## src/rtl/fetch_unit.sv

```systemverilog
// Instruction fetch front end: one outstanding memory read at a time, a 2-entry
// in-order instruction queue toward decode, and redirect handling that flushes in-flight work.
module fetch_unit #(
    parameter logic [31:0] RESET_PC = 32'h0000_3000
) (
    input  logic        clk,
    input  logic        reset,
    input  logic        redirect_valid,
    input  logic [31:0] redirect_pc,
    output logic        im_req_valid,
    output logic [31:0] im_req_addr,
    input  logic        im_req_ready,
    input  logic        im_rsp_valid,
    input  logic [31:0] im_rsp_data,
    output logic        out_valid,
    output logic [31:0] out_instr,
    output logic [31:0] out_pc,
    output logic [31:0] out_pc4,
    input  logic        out_ready
);

    typedef enum logic [1:0] {IDLE, WAIT, DROP} state_t;

    state_t      state_reg, state_next;
    logic [31:0] fetch_pc_reg, fetch_pc_next;
    logic [31:0] req_pc_reg;
    logic [1:0]  count_reg, count_next;
    logic        rd_ptr_reg, wr_ptr_reg;
    logic [31:0] q_pc_reg    [2];
    logic [31:0] q_instr_reg [2];
    logic        accept, push, pop;

    // A request is only offered when its response is guaranteed a free queue slot.
    assign im_req_valid = !reset && (state_reg == IDLE) && (count_reg != 2'd2) && !redirect_valid;
    assign im_req_addr  = fetch_pc_reg;
    assign accept       = im_req_valid && im_req_ready;
    assign push         = (state_reg == WAIT) && im_rsp_valid && !redirect_valid;

    assign out_valid = (count_reg != 2'd0);
    assign out_pc    = q_pc_reg[rd_ptr_reg];
    assign out_instr = q_instr_reg[rd_ptr_reg];
    assign out_pc4   = out_pc + 32'd4;
    assign pop       = out_valid && out_ready;

    always_comb begin
        state_next = state_reg;
        if (redirect_valid) begin
            // A response landing in the redirect cycle retires the outstanding read.
            if ((state_reg != IDLE) && !im_rsp_valid) begin
                state_next = DROP;
            end else begin
                state_next = IDLE;
            end
        end else begin
            case (state_reg)
                IDLE:    if (accept)       state_next = WAIT;
                WAIT:    if (im_rsp_valid) state_next = IDLE;
                DROP:    if (im_rsp_valid) state_next = IDLE;
                default: state_next = IDLE;
            endcase
        end
    end

    always_comb begin
        fetch_pc_next = fetch_pc_reg;
        if (redirect_valid) begin
            fetch_pc_next = redirect_pc & 32'hFFFF_FFFC;
        end else if (accept) begin
            fetch_pc_next = fetch_pc_reg + 32'd4;
        end
    end

    always_comb begin
        count_next = count_reg;
        if (redirect_valid) begin
            count_next = 2'd0;
        end else begin
            case ({push, pop})
                2'b10:   count_next = count_reg + 2'd1;
                2'b01:   count_next = count_reg - 2'd1;
                default: count_next = count_reg;
            endcase
        end
    end

    always_ff @(posedge clk or posedge reset) begin
        if (reset) begin
            state_reg    <= IDLE;
            fetch_pc_reg <= RESET_PC;
            req_pc_reg   <= RESET_PC;
            count_reg    <= 2'd0;
            rd_ptr_reg   <= 1'b0;
            wr_ptr_reg   <= 1'b0;
        end else begin
            state_reg    <= state_next;
            fetch_pc_reg <= fetch_pc_next;
            count_reg    <= count_next;
            if (accept) begin
                req_pc_reg <= fetch_pc_reg;
            end
            if (redirect_valid) begin
                rd_ptr_reg <= 1'b0;
                wr_ptr_reg <= 1'b0;
            end else begin
                if (push) wr_ptr_reg <= !wr_ptr_reg;
                if (pop)  rd_ptr_reg <= !rd_ptr_reg;
            end
        end
    end

    // Queue payload needs no reset: count gates visibility of every entry.
    generate
        for (genvar gi = 0; gi < 2; gi++) begin : g_entry
            always_ff @(posedge clk) begin
                if (push && (wr_ptr_reg == 1'(gi))) begin
                    q_pc_reg[gi]    <= req_pc_reg;
                    q_instr_reg[gi] <= im_rsp_data;
                end
            end
        end
    endgenerate

endmodule
```

## config.mk

```make
export PLATFORM = sky130hd
export DESIGN_NAME = fetch_unit
export DESIGN_NICKNAME = d
export VERILOG_FILES = /design/src/rtl/fetch_unit.sv
export SDC_FILE = /design/constraint.sdc
export NUM_CORES = 1
export LEC_CHECK = 0
export BUFFER_PORTS_ARGS = -buffer_cell sky130_fd_sc_hd__buf_2
export CORE_MARGIN = 1
export CORE_UTILIZATION = 50
export DETAILED_ROUTE_END_ITERATION = 7
export HOLD_SLACK_MARGIN = 0.08
export PLACE_DENSITY = 0.81
export RECOVER_POWER = 100
export SYNTH_ARGS = -nofsm -noshare
export SYNTH_HDL_FRONTEND = slang
export SYNTH_SLANG_ARGS = --single-unit
export TNS_END_PERCENT = 1
```

## constraint.sdc

```tcl
create_clock -name clk -period 9.75 [get_ports clk]
set_input_delay 1.95 -clock clk [delete_from_list [all_inputs] [get_ports clk]]
set_output_delay 1.95 -clock clk [all_outputs]
set_load 0.02 [all_outputs]
```

# == Yosys cells after proc, flatten, opt, wreduce, memory -nomap -nowiden ==
# Memory sizes are Yosys's and may differ from the RTL's.
# Index checks and enable logic that the tools add are counted.
# totals
in_bits,70
output_inout_bits,130
memories,2
elab_cells,69
ramBits,128
register_bits,70
# memory_table
memory,depth,width,rd,rd_clocked_by_memory_dff,wr,line,rtl
q_instr_reg,2,32,1,0,1,30,logic [31:0] q_instr_reg [2];
q_pc_reg,2,32,1,0,1,29,logic [31:0] q_pc_reg [2];
# op_classes
n_eq_ne,7
add_sub_neg,4
n_reduce_logical,26
bitwise,1
n_mux,23
# op_table
operator,count
2-to-1 mux 32 bit,4
adder 32 x 3 -> 32 bit (second input constant),2
OR reduction 32 bit,2
2-to-1 mux 1 bit,12
logical AND 1 bit,10
2-to-1 mux 2 bit,5
nonzero test 2 bit,5
case mux 2 bit (2 select lines),2
zero test 1 bit,5
equality test 2 x 1 -> 1 bit (second input constant),2
equality test 2 bit (second input constant),2
!= test 3 x 1 -> 1 bit (second input constant),1
!= test 3 bit (second input constant),1
nonzero test 3 bit,1
adder 2 x 1 -> 2 bit (second input constant),1
zero test 2 bit,1
!= test 2 bit (second input constant),1
AND reduction 2 bit,1
OR reduction 2 bit,1
subtractor 2 x 1 -> 2 bit (second input constant),1
inverter 1 bit,1

# == Longest topological paths before layout ==
# Gate-level depths: netlist of run 1.
# logic_depth
ltp_word,8
depth_mapped,12
depth_no_buf,8

# == Worst setup path before layout of run 1 ==
# No wires, ideal clock.
# synth_path
kind,input port to flip-flop
from,in redirect_valid
to,mem q_instr_reg[1][0] (enable)
stages,3
path_slack_ns,2.262
setup_ns,0.571
arrival_ns,6.916
required_ns,9.179
cell_sequence,clkbuf_1 -> buf_1 -> nor3b_1
# synth_via
elab_chain_cells,7
# synth_rtl
item,line,rtl
from (decl),8,"input logic redirect_valid,"
zero test 1 bit *,37,assign push = (state_reg == WAIT) && im_rsp_valid && !redirect_valid;
logical AND 1 bit *,37,
logical AND 1 bit,115,if (push && (wr_ptr_reg == 1'(gi))) begin
2-to-1 mux 1 bit,115,
2-to-1 mux 1 bit (implied by the code),117,q_instr_reg[gi] <= im_rsp_data;
OR reduction 32 bit (no line),--,
2-to-1 mux 1 bit (no line),--,
to (decl),30,
# Every way passes the cells marked *; elsewhere a longest branch is shown, timed or not.

# == Worst setup path in the final report of run 1 ==
# layout_path
from,in redirect_valid
to,out im_req_valid
# layout_via
elab_chain_cells,2
# layout_rtl
item,line,rtl
zero test 1 bit,34,assign im_req_valid = !reset && (state_reg == IDLE) && (count_reg != 2'd2) && !redirect_valid;
logical AND 1 bit,34,
to (decl),10,"output logic im_req_valid,"
# Every way passes these cells.

==> results of run 1 <==
[metrics by stage]
stage / setup slack, ns / area, um^2 / power (mW) / util [%]
after detailed placement: 4.63 / 9720 / 1.16 / 58.2
after floorplan: 2.26 / 8610 / 1.09 / -
after CTS: 4.15 / 10300 / 1.84 / 61.7
after global routing: 2.82 / 10100 / 1.88 / 60.6
final: 3.31 / 10100 / 1.81 / 60.6
after global placement: 4.65 / 9720 / 1.15 / 58.2
[placed cells by master, fill, tap and decap left out, types with 6 or more instances in the layout]
master / netlist / layout
dfrtp_1: 62 / 61
nand4_1: 22 / 23
nand2b_1: 7 / 7
a221o_1: 8 / 8
nand2_1: 148 / 148
nor2_1: 24 / 24
edfxtp_1: 124 / 124
xor2_1: 20 / 20
clkbuf_1: 13 / 115
nand3_1: 18 / 18
mux2i_1: 11 / 11
xnor2_1: 19 / 19
inv_1: 16 / 15
buf_2: 10 / 82
nor4_1: 7 / 7
mux2_2: 54 / 34
mux2_1: 0 / 20
clkbuf_16: 0 / 18
o21ai_0: 22 / 22
conb_1: 1 / 6
[Yosys cell counts (all sizes together), types with 8 or more instances]
master	n	area, um^2
dfrtp	62	1550
nor3	10	81.3
a221o	8	80.1
clkbuf	13	48.8
mux2	54	608
xor2	20	175
nand4	24	163
edfxtp	124	3720
nor2	24	90.1
xnor2	19	166
nand2	148	556
mux2i	11	110
nand3	19	100
nor4	8	65.1
inv	16	60.1
o21ai	22	110
buf	24	140
[path summary, 6_finish.rpt]
path | endpoint | slack (ns) | cells after the start
min in group asynchronous | im_req_addr[9]$_DFFE_PP0P_ | 2.88 | 3
setup / recovery | im_req_valid | 3.31 | 5
hold / removal | q_pc_reg[1][27]$_DFFE_PP_ | 0.48 | 0
max in group asynchronous | rd_ptr_reg$_DFFE_PP0P_ | 4.40 | 3
hold reg to reg | q_pc_reg[1][27]$_DFFE_PP_ | 0.48 | 0
setup reg to reg | q_instr_reg[1][12]$_DFFE_PP_ | 5.73 | 5
[power breakdown]
group / switching, mW / internal (mW) / leakage [nW] / total (mW)
Clock: 0.301 / 0.373 / 0.283 / 0.675
Combinational: 0.103 / 0.0557 / 1.60 / 0.158
Sequential: 0.0558 / 0.924 / 1.94 / 0.980
Total: 0.460 / 1.35 / 3.83 / 1.81
[area by class of cell]
class,count,area (um^2),share of cell area [%]
Sequential cell,190,5380,53.2
Multi-Input combinational cell,454,2960,29.3
Timing Repair Buffer,198,850,8.40
Clock buffer,19,454,4.49
Tap cell,220,275,2.72
Clock inverter,13,130,1.29
Inverter,16,60.1,0.594
[per-layer routing]
layer / wire [um] / share of wire [%] / global-route usage (%) / vias to the layer above
met5: 0 / 0 / 0 / -
met4: 193 / 1.1 / 6.25 / 0
met3: 1170 / 6.6 / 4.38 / 15
met2: 8010 / 45 / 31.0 / 215
met1: 8370 / 47 / 29.8 / 2859
li1: - / - / - / 2883
[cell families after synthesis]
family / after synthesis / share of synthesized area (%)
compound gates: 73 / 6.19
xor+xnor: 39 / 3.97
fa+ha+maj: 4 / 0.582
buf+inv: 53 / 2.90
flops: 190 / 62.6
mux: 65 / 8.36
other cells: 1 / 0.0436
simple gates: 267 / 15.3
==> summary.txt, run 1 <==
Timing
  – Slew Limit Fails: 345
  – Slew @ Worst Pin: 3.53 ns
  – RSZ-0062 raised after global routing: false
  – Hold slack final: 0.479 ns
  – Rel. slew slack: -136%
  – Setup TNS: 0 ns
  – Max Freq: 155 MHz
  – Post-layout minimum cycle time: 6.44 ns
  – Hold Vio Cnt, Final: 0
  – Tcrit/Tclk final: 66.0%
  – Worst clock skew: 0.00994 ns
  – # setup viols final: 0

Finish
  – Share of cells above drive strength 1: 19.0%
  – Max reg flops: 64
  – Final non-filler cell total: 1110
  – Antenna Diode Count: 0
  – # fillers: 1439
  – Area grow syn2layout: 17.7%
  – Nets: 951

Routing
  – Drt wl/cell: 16.0 um
  – TritonRoute pass-1 iters: 5
  – Post-DRT Antenna Nets: 0
  – DR vias: 5972
  – 1st-iter DRT viols: 410
  – Vias per cell: 5.38
  – DR DRC count: 0
  – Final wirelength: 17700 um

Logic synthesis
  – Distinct cells, synth: 64
  – Synth Cell Area: 8590 um^2
  – Post-synth top flop: edfxtp_1
  – Sequential-to-total area share from yosys stat: 62.6%
  – Post-synthesis cell count: 692
  – Ys Warns: 0
  – FFs w/ async S/R, synth: 34.7%
  – Syn Area/Cell: 12.4 um^2
  – Post-synth EDFFs: 124
  – Seq cells post-synth: 190

Clocking
  – Clk_lat worst skew: 0.43 ns
  – CTS tree: yes
  – Clock transition at the registers of the reported paths: 0.07 ns
  – Clock Path Buffers: 2
  – CTS H-tree lvls: 4
  – Post-CTS setup buffers: 0
  – Hold Buf Count CTS: 0
  – Total CTS buffers: 17
  – CTS Sinks: 190
  – Resize count post-CTS: 0
  – Clock root buffer: clkbuf_16

Critical path
  – Crit-path slowest cell: clkbuf_1
  – Maximum fanout along the worst path: 47
  – CP required: 7.80 ns
  – CP Data Arrival Time: 4.49 ns
  – Worst Setup End Kind: output pin
  – CP Launch Type: primary input
  – Buffers plus inverters on the worst setup path: 4
  – Crit-path most repeated cell: clkbuf_1
  – CP Cell Sequence: buf_2 -> clkbuf_1 -> inv_1 -> and3_1 -> clkbuf_1
  – Top delay family on crit path: buffers and inverters
  – Slowest stage delay, CP: 1.39 ns
  – RR Startpoint: state_reg[1]$_DFFE_PP0P_
  – WS Path Type: in2out
  – CP startpoint: redirect_valid

Status
  – Failing checks: capacitance limit, slew limit
  – Status: finished with violations

GRT
  – GRT overflow: 0
  – GRT Resource Usage Total: 20.5%
  – Antenna violations before repair: 0
  – Vias in the first global route: 5577
  – Global-route wire length before repair: 28600 um
  – Largest net degree at the start of global routing: 86

Placed design
  – Post-DP HPWL: 12100 um
  – Placer Congestion: 0.845
  – PortBufs: 191
  – Placed cell count: 1078

Floorplan
  – Initial Util: 51.5%
  – Die Wd: 133 um
  – Die Span Y: 133 um
  – Die area: 17700 um^2
  – Core Rows: 47
  – Placeable Area: 16700 um^2
  – I/O pin cnt: 200

Job
  – Max_cap viols: 6

Hold path
  – Hold path start: req_pc_reg[27]$_DFFE_PP0P_
  – Hold Crit Class: reg2reg

Power and ir drop
  – P_leak: 3.83 nW
  – PD cells: 179 nW/um^2
  – Peak supply drop: 0.133 mV
(Power assumes the default switching activity.)
==> run 2: changes to the inputs <==
clock period = 6 ns   (was 9.75 ns; I/O delays follow)
==> run 2 against run 1 <==
The run still ends with capacitance limit, slew limit left. Sequential share of layout area shrank 0.25 points. Die area is the same. Wire length grew 2.6%. Highest routed layer unchanged.
==> summary.txt, run 2 (synthesis gave the netlist of run 1 again) <==
GRT
  – Global-route wire length before repair: 28700 um
  – Global route hottest layer: met2
  – GRT Resource Usage Total: 20.9%
  – GRT overflow: 0
  – Largest net degree at the start of global routing: 88
  – Met1 GRT Util: 29.5%
  – Antenna violations before repair: 0
  – Vias in the first global route: 5564
  – Met3 Use GR: 4.64%
  – Grt met2 use: 32.5%

Timing
  – Rel. slew slack: -132%
  – Post-layout minimum cycle time: 5.11 ns
  – RSZ-0062 raised after global routing: false
  – Tcrit/Tclk final: 85.2%
  – Final critical-path setup slack: 0.890 ns
  – Slew Limit Fails: 241
  – Max Freq: 196 MHz
  – # setup viols final: 0
  – Worst clock skew: 0.0118 ns
  – Hold Vio Cnt, Final: 0
  – Slew @ Worst Pin: 3.49 ns

Clocking
  – Total CTS buffers: 17
  – Clock transition at the registers of the reported paths: 0.07 ns
  – Clk_lat worst skew: 0.43 ns
  – CTS tree: yes
  – Clock root buffer: clkbuf_16
  – CTS H-tree lvls: 4
  – Resize count post-CTS: 0
  – Post-CTS setup buffers: 0
  – Hold Buf Count CTS: 0
  – Clock Path Buffers: 2
  – CTS Sinks: 190

Critical path
  – CP Launch Type: flip-flop
  – Worst Setup End Kind: output pin
  – CP Data Arrival Time: 3.91 ns
  – WS Path Type: reg2out
  – CP required: 4.80 ns
  – Maximum fanout along the worst path: 87

Floorplan
  – I/O pin cnt: 200
  – Die area: 17700 um^2
  – Die Wd: 133 um
  – Initial Util: 51.5%
  – Placeable Area: 16700 um^2
  – Die Span Y: 133 um
  – Core Rows: 47

Routing
  – Vias per cell: 5.43
  – Final wirelength: 18200 um
  – DR DRC count: 0
  – Post-DRT Antenna Nets: 0
  – 1st-iter DRT viols: 445
  – TritonRoute pass-1 iters: 5
  – Drt wl/cell: 16.4 um
  – DR vias: 6025

Placed design
  – Post-DP HPWL: 12100 um
  – Placer Congestion: 0.824
  – Dpl ws: 1.65 ns
  – PortBufs: 191
  – Placed Area: 9720 um^2

Job
  – Max_cap viols: 4

Status
  – Failing checks: capacitance limit, slew limit
  – Status: finished with violations

Power and ir drop
  – P_leak: 3.86 nW
  – PD cells: 295 nW/um^2
  – Peak supply drop: 0.207 mV

Finish
  – Nets: 950
  – Area grow syn2layout: 18.2%
  – Max reg flops: 64
  – Fin area: 10200 um^2
  – Commonest cells after routing, fill and taps aside: 148 x nand2_1, 124 x edfxtp_1, 108 x clkbuf_1, 85 x buf_2, 61 x dfrtp_1
  – Share of cells above drive strength 1: 19.6%
  – Antenna Diode Count: 0
  – Most common cell after layout, fill and taps aside: nand2_1

Hold path
  – Hold Crit Class: reg2reg
[run 2: critical path: stages, from the launching register on]
cell      delay [ns]
dfrtp_4         1.08
mux2i_1         0.21
inv_1           0.12
ha_1            0.22
nand4_1         0.14
a221oi_1        0.32
clkbuf_1        0.36
nand4_1         0.33
nor3b_1         0.32
xor2_1          0.16
buf_2           0.17
[run 2: area by class of cell]
| class | count | area [um^2] |
|---|---|---|
| clock buffer | 17 | 425 |
| clock inverter | 15 | 189 |
| fill | 1388 | 6540 |
| inverter | 16 | 60.1 |
| multi-input combinational | 454 | 2970 |
| sequential | 190 | 5380 |
| tap | 220 | 275 |
| timing repair buffer | 197 | 856 |
[run 2: report_power, final]
part           total (mW)  switching (mW)  internal [mW]
clock                1.15           0.487          0.661
sequential           1.59          0.0939           1.50
combinational       0.256           0.165         0.0905
[run 2: metal layers]
| layer | routed length [um] | vias up | part of all wire (%) |
|---|---|---|---|
| met5 | 0 | - | 0 |
| met4 | 203 | 0 | 1.1 |
| met3 | 1170 | 18 | 6.4 |
| met2 | 8280 | 212 | 45 |
| met1 | 8550 | 2908 | 47 |
| li1 | - | 2887 | - |
[run 2: per-stage QoR]
step	setup TNS (ns)	power, mW	std cells	utilization (%)	hold WS (ns)
after floorplan	-27.28	1.77	697	-	0.442
after global placement	0	1.87	1077	58.2	0.450
after detailed placement	0	1.89	1077	58.2	0.458
after CTS	0	3.04	1109	61.9	0.474
after global routing	0	3.12	1109	60.8	0.494
final	0	3.00	1109	60.8	0.472
[run 2: worst paths after layout]
kind | from | endpoint | slack (ns) | cells after the start
max in group asynchronous | reset | rd_ptr_reg$_DFFE_PP0P_ | 1.46 | 3
worst min-delay path | req_pc_reg[25]$_DFFE_PP0P_ | q_pc_reg[0][25]$_DFFE_PP_ | 0.47 | 0
worst max-delay path | rd_ptr_reg$_DFFE_PP0P_ | out_pc4[30] | 0.89 | 10
min in group asynchronous | reset | im_req_addr[9]$_DFFE_PP0P_ | 2.11 | 3
worst min register to register | req_pc_reg[25]$_DFFE_PP0P_ | q_pc_reg[0][25]$_DFFE_PP_ | 0.47 | 0
worst max register to register | state_reg[1]$_DFFE_PP0P_ | q_instr_reg[1][0]$_DFFE_PP_ | 3.27 | 5
==> run 3: changes to the inputs <==
BUFFER_PORTS_ARGS = -buffer_cell sky130_fd_sc_hd__clkbuf_2   (was -buffer_cell sky130_fd_sc_hd__buf_2)
==> run 3 against run 2 <==
The run still ends with capacitance limit, slew limit left. Global-route usage is 0.64 points higher. Setup slack worse by 0.048 ns. Sequential power hardly changed. Utilization is 0.29 points lower. Sequential share of layout area is 0.26 points higher. Die area stayed put. Critical path type unchanged. Largest power group unchanged.
==> summary.txt, run 3 (synthesis gave the netlist of run 1 again) <==
Power and ir drop
  – PD cells: 291 nW/um^2
  – Clock Power Share: 37.0%
  – Reg power frac: 54.3%
  – Switching Share: 25.0%
  – Peak supply drop: 0.208 mV
  – Comb pwr share: 8.7%
  – P_leak: 3.84 nW
  – NetSw: 0.734 mW
  – Int Power: 2.20 mW

GRT
  – Met1 GRT Util: 30.1%
  – GRT overflow: 0
  – Grt met2 use: 34.6%
  – Antenna violations before repair: 0
  – Global-route wire length before repair: 29900 um
  – Largest net degree at the start of global routing: 88
  – Met3 Use GR: 3.92%
  – GRT Resource Usage Total: 21.6%
  – Global route hottest layer: met2
  – Vias in the first global route: 5828

Timing
  – Rel. slew slack: -40.7%
  – Slew Limit Fails: 174
  – # setup viols final: 0
  – Max Freq: 194 MHz
  – Hold Vio Cnt, Final: 0
  – Tcrit/Tclk final: 86.0%
  – Post-layout minimum cycle time: 5.16 ns
  – RSZ-0062 raised after global routing: false
  – Slew @ Worst Pin: 2.11 ns
  – Hold slack final: 0.472 ns
  – Worst clock skew: 0.0117 ns
  – Final critical-path setup slack: 0.842 ns

Clocking
  – CTS H-tree lvls: 4
  – Post-CTS setup buffers: 0
  – Clock Path Buffers: 2
  – Total CTS buffers: 17
  – Resize count post-CTS: 0
  – CTS Sinks: 190
  – Clock transition at the registers of the reported paths: 0.06 ns
  – CTS tree: yes
  – Clock root buffer: clkbuf_16
  – Hold Buf Count CTS: 0
  – Clk_lat worst skew: 0.42 ns

Routing
  – Final wirelength: 18400 um
  – Post-DRT Antenna Nets: 0
  – DR DRC count: 0
  – Vias per cell: 5.44
  – DR vias: 6033
  – TritonRoute pass-1 iters: 6
  – 1st-iter DRT viols: 472
  – Drt wl/cell: 16.6 um

Critical path
  – R2r setup slk: 3.24 ns
  – CP required: 4.80 ns
  – RR Startpoint: state_reg[1]$_DFFE_PP0P_
  – Worst Reg-to-Reg Cells: 5
  – CP Launch Type: flip-flop
  – Maximum fanout along the worst path: 87
  – CP Data Arrival Time: 3.96 ns
  – WS Path Type: reg2out
  – Worst R2R End: q_pc_reg[1][23]$_DFFE_PP_
  – Worst Setup End Kind: output pin

Finish
  – Share of cells above drive strength 1: 18.4%
  – Most common cell after layout, fill and taps aside: nand2_1
  – # fillers: 1416
  – Nets: 951
  – Final non-filler cell total: 1110
  – Fin area: 10100 um^2
  – Seq. cell area: 5380 um^2
  – Antenna Diode Count: 0
  – Area grow syn2layout: 17.7%
  – Commonest cells after routing, fill and taps aside: 148 x nand2_1, 124 x edfxtp_1, 118 x clkbuf_1, 80 x clkbuf_2, 61 x dfrtp_1
  – Multi-input combinational cell area: 2970 um^2
  – Max reg flops: 64

Status
  – Failing checks: capacitance limit, slew limit
  – Status: finished with violations

Floorplan
  – Initial Util: 51.5%
  – Die Span Y: 133 um
  – Core Rows: 47
  – I/O pin cnt: 200
  – Placeable Area: 16700 um^2
  – Die area: 17700 um^2
  – Die Wd: 133 um

Job
  – Max_cap viols: 3

Placed design
  – Dpl ws: 1.67 ns
  – Post-DP HPWL: 12400 um
  – PortBufs: 191
  – Placed cell count: 1078
  – Placer Congestion: 0.833
  – Placed Area: 9730 um^2

Hold path
  – WHS Endpoint: q_pc_reg[0][30]$_DFFE_PP_
  – Hold path start: req_pc_reg[30]$_DFFE_PP0P_
  – Hold Crit Class: reg2reg
  – Hold Path Depth: 0
run 3: cell count changes in the layout (fill, tap and decap cells not counted), moves of 3 or more:
cell,previous run,this run
buf_2,85,0
clkbuf_1,108,118
clkbuf_2,2,80
clkinv_2,0,3
clkinv_4,6,3
run 3: metal layers:
layer | up-vias | part of all wire [%]
met5 | - | 0
met3 | 16 | 6.0
met2 | 229 | 47
li1 | 2881 | -
met1 | 2907 | 46
met4 | 0 | 1.0
run 3: power by group through the flow:
stage,Combinational (mW),Sequential (mW),Clock [mW]
floorplan,0.161,1.61,0
global placement,0.259,1.62,0
detailed placement,0.266,1.62,0
CTS,0.270,1.60,1.11
global route,0.287,1.61,1.16
finish,0.256,1.60,1.09
run 3: area by class of cell:
class	instances	area share, %
well taps	220	2.72
multi-input cells	454	29.4
repair buffers	198	8.38
clock inverters	14	1.44
clock buffers	18	4.24
flip-flops and latches	190	53.2
inverters	16	0.594
run 3: per-stage QoR:
step / utilization (%) / total power [mW] / setup TNS [ns]
after global placement: 58.2 / 1.87 / 0
after detailed placement: 58.2 / 1.89 / 0
final: 60.5 / 2.94 / 0
after floorplan: - / 1.77 / -27.28
after global routing: 60.5 / 3.06 / 0
after CTS: 61.7 / 2.98 / 0
run 3: worst max-delay path by stage:
stage                                 from                     endpoint  slack [ns]  depth (start not counted)
floorplan                   redirect_valid  q_instr_reg[0][0]$_DFFE_PP_       -0.44                          3
global placement    rd_ptr_reg$_DFFE_PP0P_                  out_pc4[30]        1.71                         10
detailed placement  rd_ptr_reg$_DFFE_PP0P_                  out_pc4[30]        1.67                         10
CTS                 rd_ptr_reg$_DFFE_PP0P_                  out_pc4[30]        1.18                         10
global route        rd_ptr_reg$_DFFE_PP0P_                  out_pc4[30]        0.56                         10
finish              rd_ptr_reg$_DFFE_PP0P_                  out_pc4[30]        0.84                         10
run 3: critical path: stages, from the launching register on:
cell and delay, ns:
dfrtp_4 1.08, mux2i_1 0.23, inv_1 0.12, ha_1 0.21
nand4_1 0.14, a221oi_1 0.32, clkbuf_1 0.40, nand4_1 0.32
nor3b_1 0.30, xor2_1 0.17, clkbuf_2 0.19
